$ cat config.mk
export PLATFORM = sky130hd
export DESIGN_NAME = mem_port_arbiter
export DESIGN_NICKNAME = d
export VERILOG_FILES = /design/src/rtl/mem_port_arbiter_pkg.sv /design/src/rtl/access_timer.sv /design/src/rtl/mem_port_arbiter.sv
export SDC_FILE = /design/constraint.sdc
export NUM_CORES = 1
export LEC_CHECK = 0
export CAP_MARGIN = 10
export CELL_PAD_IN_SITES_DETAIL_PLACEMENT = 0
export CELL_PAD_IN_SITES_GLOBAL_PLACEMENT = 1
export CORE_MARGIN = 8
export CORE_UTILIZATION = 25
export DETAILED_ROUTE_END_ITERATION = 8
export GPL_TIMING_DRIVEN = 0
export PLACE_DENSITY = 0.77
export REMOVE_ABC_BUFFERS = 1
export SYNTH_ARGS = -nofsm -noshare
export SYNTH_HDL_FRONTEND = slang
export SYNTH_HIERARCHICAL = 1
export SYNTH_SLANG_ARGS = --single-unit
export TNS_END_PERCENT = 50
$ cat constraint.sdc
create_clock -name clock -period 5 [get_ports clock]
set_clock_uncertainty 0.2 [all_clocks]
set_input_delay 1.5 -clock clock [delete_from_list [all_inputs] [get_ports clock]]
set_output_delay 1.5 -clock clock [all_outputs]
set_load 0.01 [all_outputs]
$ cat src/rtl/mem_port_arbiter_pkg.sv
// Shared types and defaults for the instruction/data memory port arbiter.
package mem_port_arbiter_pkg;

    localparam int unsigned DATA_W_DEF = 16;
    localparam int unsigned ADDR_W_DEF = 16;

    typedef enum logic [1:0] {
        ST_IDLE   = 2'b00,
        ST_IF_ACC = 2'b01,
        ST_DM_ACC = 2'b10
    } arb_state_e;

endpackage

$ cat src/rtl/access_timer.sv
// 8-bit clear/enable access timer; expired_o flags the cycle whose increment reaches TIMEOUT.
module access_timer #(
    parameter int unsigned TIMEOUT = 255
) (
    input  logic clk_i,
    input  logic rst_i,
    input  logic clr_i,
    input  logic en_i,
    output logic expired_o
);

    localparam logic [7:0] LIMIT = 8'(TIMEOUT);

    logic [7:0] count_q;
    logic [7:0] count_d;

    always_comb begin
        count_d = count_q;
        if (clr_i) begin
            count_d = '0;
        end else if (en_i) begin
            count_d = count_q + 8'd1;
        end
    end

    always_ff @(posedge clk_i) begin
        if (rst_i) begin
            count_q <= '0;
        end else begin
            count_q <= count_d;
        end
    end

    // Expiry is only meaningful on a cycle that actually counts (no mem_ready).
    assign expired_o = en_i && (count_q == LIMIT - 8'd1);

endmodule

$ cat src/rtl/mem_port_arbiter.sv
// Arbitrates fetch and data-memory requests onto a single external memory port.
module mem_port_arbiter
    import mem_port_arbiter_pkg::*;
#(
    parameter int unsigned DATA_W  = DATA_W_DEF,
    parameter int unsigned ADDR_W  = ADDR_W_DEF,
    parameter int unsigned TIMEOUT = 255
) (
    input  logic              clock,
    input  logic              rst,
    input  logic              if_req,
    input  logic [ADDR_W-1:0] if_addr,
    output logic [DATA_W-1:0] if_rdata,
    output logic              if_done,
    input  logic              dm_req,
    input  logic              dm_we,
    input  logic [ADDR_W-1:0] dm_addr,
    input  logic [DATA_W-1:0] dm_wdata,
    output logic [DATA_W-1:0] dm_rdata,
    output logic              dm_done,
    output logic              mem_en,
    output logic              mem_we,
    output logic [ADDR_W-1:0] mem_addr,
    output logic [DATA_W-1:0] mem_wdata,
    input  logic [DATA_W-1:0] mem_rdata,
    input  logic              mem_ready,
    output logic              stall,
    output logic              err
);

    arb_state_e        state_q, state_d;
    logic [DATA_W-1:0] if_rdata_q, if_rdata_d;
    logic [DATA_W-1:0] dm_rdata_q, dm_rdata_d;
    logic              if_done_q, if_done_d;
    logic              dm_done_q, dm_done_d;
    logic              mem_en_q, mem_en_d;
    logic              mem_we_q, mem_we_d;
    logic [ADDR_W-1:0] mem_addr_q, mem_addr_d;
    logic [DATA_W-1:0] mem_wdata_q, mem_wdata_d;
    logic              err_q, err_d;

    logic in_acc;
    logic timer_clr;
    logic timer_en;
    logic timer_expired;

    assign in_acc    = (state_q != ST_IDLE);
    assign timer_clr = !in_acc;
    assign timer_en  = in_acc && !mem_ready;

    access_timer #(
        .TIMEOUT(TIMEOUT)
    ) u_timer (
        .clk_i    (clock),
        .rst_i    (rst),
        .clr_i    (timer_clr),
        .en_i     (timer_en),
        .expired_o(timer_expired)
    );

    always_comb begin
        state_d     = state_q;
        if_rdata_d  = if_rdata_q;
        dm_rdata_d  = dm_rdata_q;
        if_done_d   = 1'b0;
        dm_done_d   = 1'b0;
        mem_en_d    = mem_en_q;
        mem_we_d    = mem_we_q;
        mem_addr_d  = mem_addr_q;
        mem_wdata_d = mem_wdata_q;
        err_d       = err_q;

        case (state_q)
            // A requester whose done is high this cycle is already served.
            ST_IDLE: begin
                if (dm_req && !dm_done_q) begin
                    state_d     = ST_DM_ACC;
                    mem_en_d    = 1'b1;
                    mem_we_d    = dm_we;
                    mem_addr_d  = dm_addr;
                    mem_wdata_d = dm_wdata;
                end else if (if_req && !if_done_q) begin
                    state_d     = ST_IF_ACC;
                    mem_en_d    = 1'b1;
                    mem_we_d    = 1'b0;
                    mem_addr_d  = if_addr;
                    mem_wdata_d = '0;
                end
            end
            ST_IF_ACC, ST_DM_ACC: begin
                if (mem_ready || timer_expired) begin
                    state_d  = ST_IDLE;
                    mem_en_d = 1'b0;
                    mem_we_d = 1'b0;
                    if (state_q == ST_IF_ACC) begin
                        if_done_d  = 1'b1;
                        if_rdata_d = mem_ready ? mem_rdata : '0;
                    end else begin
                        dm_done_d  = 1'b1;
                        dm_rdata_d = (mem_ready && !mem_we_q) ? mem_rdata : '0;
                    end
                    if (timer_expired) begin
                        err_d = 1'b1;
                    end
                end
            end
            default: state_d = ST_IDLE;
        endcase
    end

    always_ff @(posedge clock) begin
        if (rst) begin
            state_q     <= ST_IDLE;
            if_rdata_q  <= '0;
            dm_rdata_q  <= '0;
            if_done_q   <= 1'b0;
            dm_done_q   <= 1'b0;
            mem_en_q    <= 1'b0;
            mem_we_q    <= 1'b0;
            mem_addr_q  <= '0;
            mem_wdata_q <= '0;
            err_q       <= 1'b0;
        end else begin
            state_q     <= state_d;
            if_rdata_q  <= if_rdata_d;
            dm_rdata_q  <= dm_rdata_d;
            if_done_q   <= if_done_d;
            dm_done_q   <= dm_done_d;
            mem_en_q    <= mem_en_d;
            mem_we_q    <= mem_we_d;
            mem_addr_q  <= mem_addr_d;
            mem_wdata_q <= mem_wdata_d;
            err_q       <= err_d;
        end
    end

    assign stall     = (if_req & ~if_done_q) | (dm_req & ~dm_done_q);
    assign if_rdata  = if_rdata_q;
    assign if_done   = if_done_q;
    assign dm_rdata  = dm_rdata_q;
    assign dm_done   = dm_done_q;
    assign mem_en    = mem_en_q;
    assign mem_we    = mem_we_q;
    assign mem_addr  = mem_addr_q;
    assign mem_wdata = mem_wdata_q;
    assign err       = err_q;

endmodule

==> flow_metrics.py <==
metrics = {
    "synth": {
        "synth_top_area_share": 0.481,
        "ys_ff_latch": 79,
        "synth_top_family_by_area": "simple AND/OR/NAND/NOR gates",
        "netlist_area_um2": 3290,
        "yosysTopAreaCell": "dfxtp_1",
        "synth_cell_type_count": 37,
        "synth-simple-area-share": 0.235,
        "yosys_most_used_dff": "dfxtp_1",
        "synthArstFlopShare": 0,
        "synth_edf_count": 0,
        "synth_seq_area_share": 0.481,
        "synth_xor_area_frac": 0.0107,
        "syn_inst": 374,
        "synth_compound_area_frac": 0.189,
        "synthMuxAreaShare": 0,
        "yosys_warnings": 6,
        "synth_area_leaders": "dfxtp_1 48%, nand2_1 7.9%, a21oi_1 5.8%",
        "synthAdderAreaFrac": 0.0190,
        "avgSynthCellArea_um2": 8.79,
    },
    "detailed_routing": {
        "vias": 3075,
        "firstDrtPassIters": 6,
        "routedWlPerCell_um": 14.7,
        "wirelength_um": 9990,
        "drc_errors": 0,
        "postRouteAntennaNets": 0,
        "drtIter0Drc": 133,
        "via_per_inst": 4.54,
    },
    "worst_hold_path": {
        "hold_class": "register to register",
        "min_from": "dm_rdata[8]$_SDFFE_PP0P_",
        "min_to": "dm_rdata[8]$_SDFFE_PP0P_",
        "holdPathStages": 2,
    },
    "cells_and_area": {
        "drive_gt1_frac": 0.0778,
        "layout.area.seq_um2": 1580,
        "utilization": 0.386,
        "final_common_cell": "clkdlybuf4s50_1",
        "area_delta_synth_final_pct": 53.0,
        "final_nets": 571,
        "final_cell_mix": "138 x clkdlybuf4s50_1, 79 x dfxtp_1, 69 x nand2_1",
        "fillers": 1390,
        "multi_input_area_um2": 1490,
        "num_antenna_cells": 0,
    },
    "clock_tree": {
        "cts_tree": "done",
        "ctsResizeCount": 0,
        "cts_setup_buffers": 0,
        "cts_max_path_buffers": 2,
        "path_clk_slew_ps": 60,
        "insertion_delay_ps": 330,
        "htree_levels": 3,
        "cts_buffers": 9,
        "ctsRootBufferMaster": "clkbuf_16",
        "cts-hold-fix-buffers": 0,
        "cts.sinks": 79,
    },
    "grt": {
        "first_global_vias": 3075,
        "grt_pass1_wl_um": 15700,
        "use_met1": 0.138,
        "met3_usage": 0.0519,
        "grt_remaining_overflow": 0,
        "grt_use_total": 0.118,
        "use_met2": 0.185,
        "antenna_found_initial": 0,
        "grt_start_max_net_pins": 39,
        "top_usage_layer": "met2",
    },
    "critical_path": {
        "critPathRequiredTime_ps": 3300,
        "reg2reg_from": "state_q[0]$_SDFFE_PP0P_",
        "r2r_slack_ps": 2040,
        "reg2regPathDepth": 9,
        "worstSetupEndpointType": "primary output",
        "critical_path_class": "primary input to primary output",
        "critPathMaxFanout": 22,
        "worstPathArrival_ps": 3100,
        "r2r_end": "if_rdata[2]$_SDFFE_PP0P_",
        "critPathLaunchType": "primary input",
    },
    "power_and_ir_drop": {
        "design_power_total_mw": 1.81,
        "ir_drop_mv": 0.112,
        "power_density_nw_per_um2": 361,
        "p_leak_nw": 1.75,
    },
    "outcome": {
        "status": "complete, no violations",
    },
    "timing": {
        "setup_viol": 0,
        "max_freq_mhz": 208,
        "hold_violations": 0,
        "slew_headroom": 0.441,
        "hold_ws_ps": 251,
        "period_needed_ps": 4800,
        "period_share": 0.959,
        "drv_slew": 0,
        "rsz0062_at_grt": "no",
        "worst_slew_pin_slew_ps": 836,
    },
    "die": {
        "die_area_um2": 17100,
        "die_y_um": 131,
        "die_w_um": 131,
        "core-area_um2": 13000,
        "row_count": 42,
        "pin_count": 140,
        "start_util": 0.252,
    },
    "run": {
        "drv_cap": 0,
    },
    "placement": {
        "io_buffers": 139,
        "hpwl_um": 7160,
        "place.gp.congestion": 0.678,
    },
}
## registers in the layout, indices dropped and copies added, names as in the netlist, 2 cells and up
signal and count:
if_rdata 16, state_q 2, u_timer/count_q 8, mem_addr 16, dm_rdata 16, mem_wdata 16
## logic make-up after synthesis
kind of cell / after synthesis
DFF: 79
xor gates and xnor gates: 4
AOI/OAI and AO/OA: 84
buffers and inverters: 34
adders and majority gates: 5
and+or+nand+nor: 168
## layer usage
metal | part of all wire | wire length (um) | vias to the layer above
li1 | - | - | 1536
met1 | 0.43 | 4290 | 1413
met2 | 0.45 | 4460 | 116
met3 | 0.11 | 1080 | 10
met4 | 0.015 | 148 | 0
met5 | 0 | 0 | -
## worst max path at each step
stage | start | to | slack, ps | depth (start not counted)
6_report | dm_req | stall | 200 | 4
5_1_grt | dm_req | stall | 170 | 4
4_1_cts | dm_req | stall | 190 | 4
3_5_place_dp | dm_req | stall | 190 | 4
3_3_place_gp | rst | u_timer/count_q[1]$_SDFFE_PP0P_ | -20 | 3
2_1_floorplan | dm_req | stall | 1240 | 2
## cell type report
cell class	count	share of cell area
inverters	5	0.00373
multi-input cells	261	0.296
clock inverters	3	0.00796
flip-flops and latches	79	0.315
well taps	176	0.0438
clock buffers	13	0.0538
repair buffers	140	0.280
## synthesized netlist by cell type, types with 2 or more instances
master and number:
xor2_1 3, nand4_1 4, or3_1 3, or2_1 2
a21oi_1 38, ha_1 5, or2_2 2, and2b_1 2
nand3_1 33, buf_2 6, o21ai_0 5, dfxtp_1 79
buf_6 6, inv_1 5, clkbuf_1 8, nor2_1 43
buf_4 9, nor2_4 3, nand2_1 69, a211oi_1 2
a311oi_1 6, a311oi_2 10, a22oi_1 17
## critical path, cell delays in order
cell and delay (ps):
clkdlybuf4s50_1 480, and2b_4 330, or2_2 200, clkdlybuf4s50_1 570
## stage by stage
step,TNS [ps],setup WS (ps),instances,area [um^2]
after global placement,-15.5,-15.5,660,4700
final,0,203,677,5030
after detailed placement,0,192,661,4720
after CTS,0,191,677,5030
after global routing,0,169,677,5030
after floorplan,0,1240,345,3090
## report_power, final
part,internal (mW),total (mW),switching [mW]
Clock,0.426,0.676,0.250
Sequential,0.683,0.712,0.0295
Combinational,0.205,0.426,0.221
Total,1.31,1.81,0.501
Note: power is estimated with default switching activity, not from simulation.
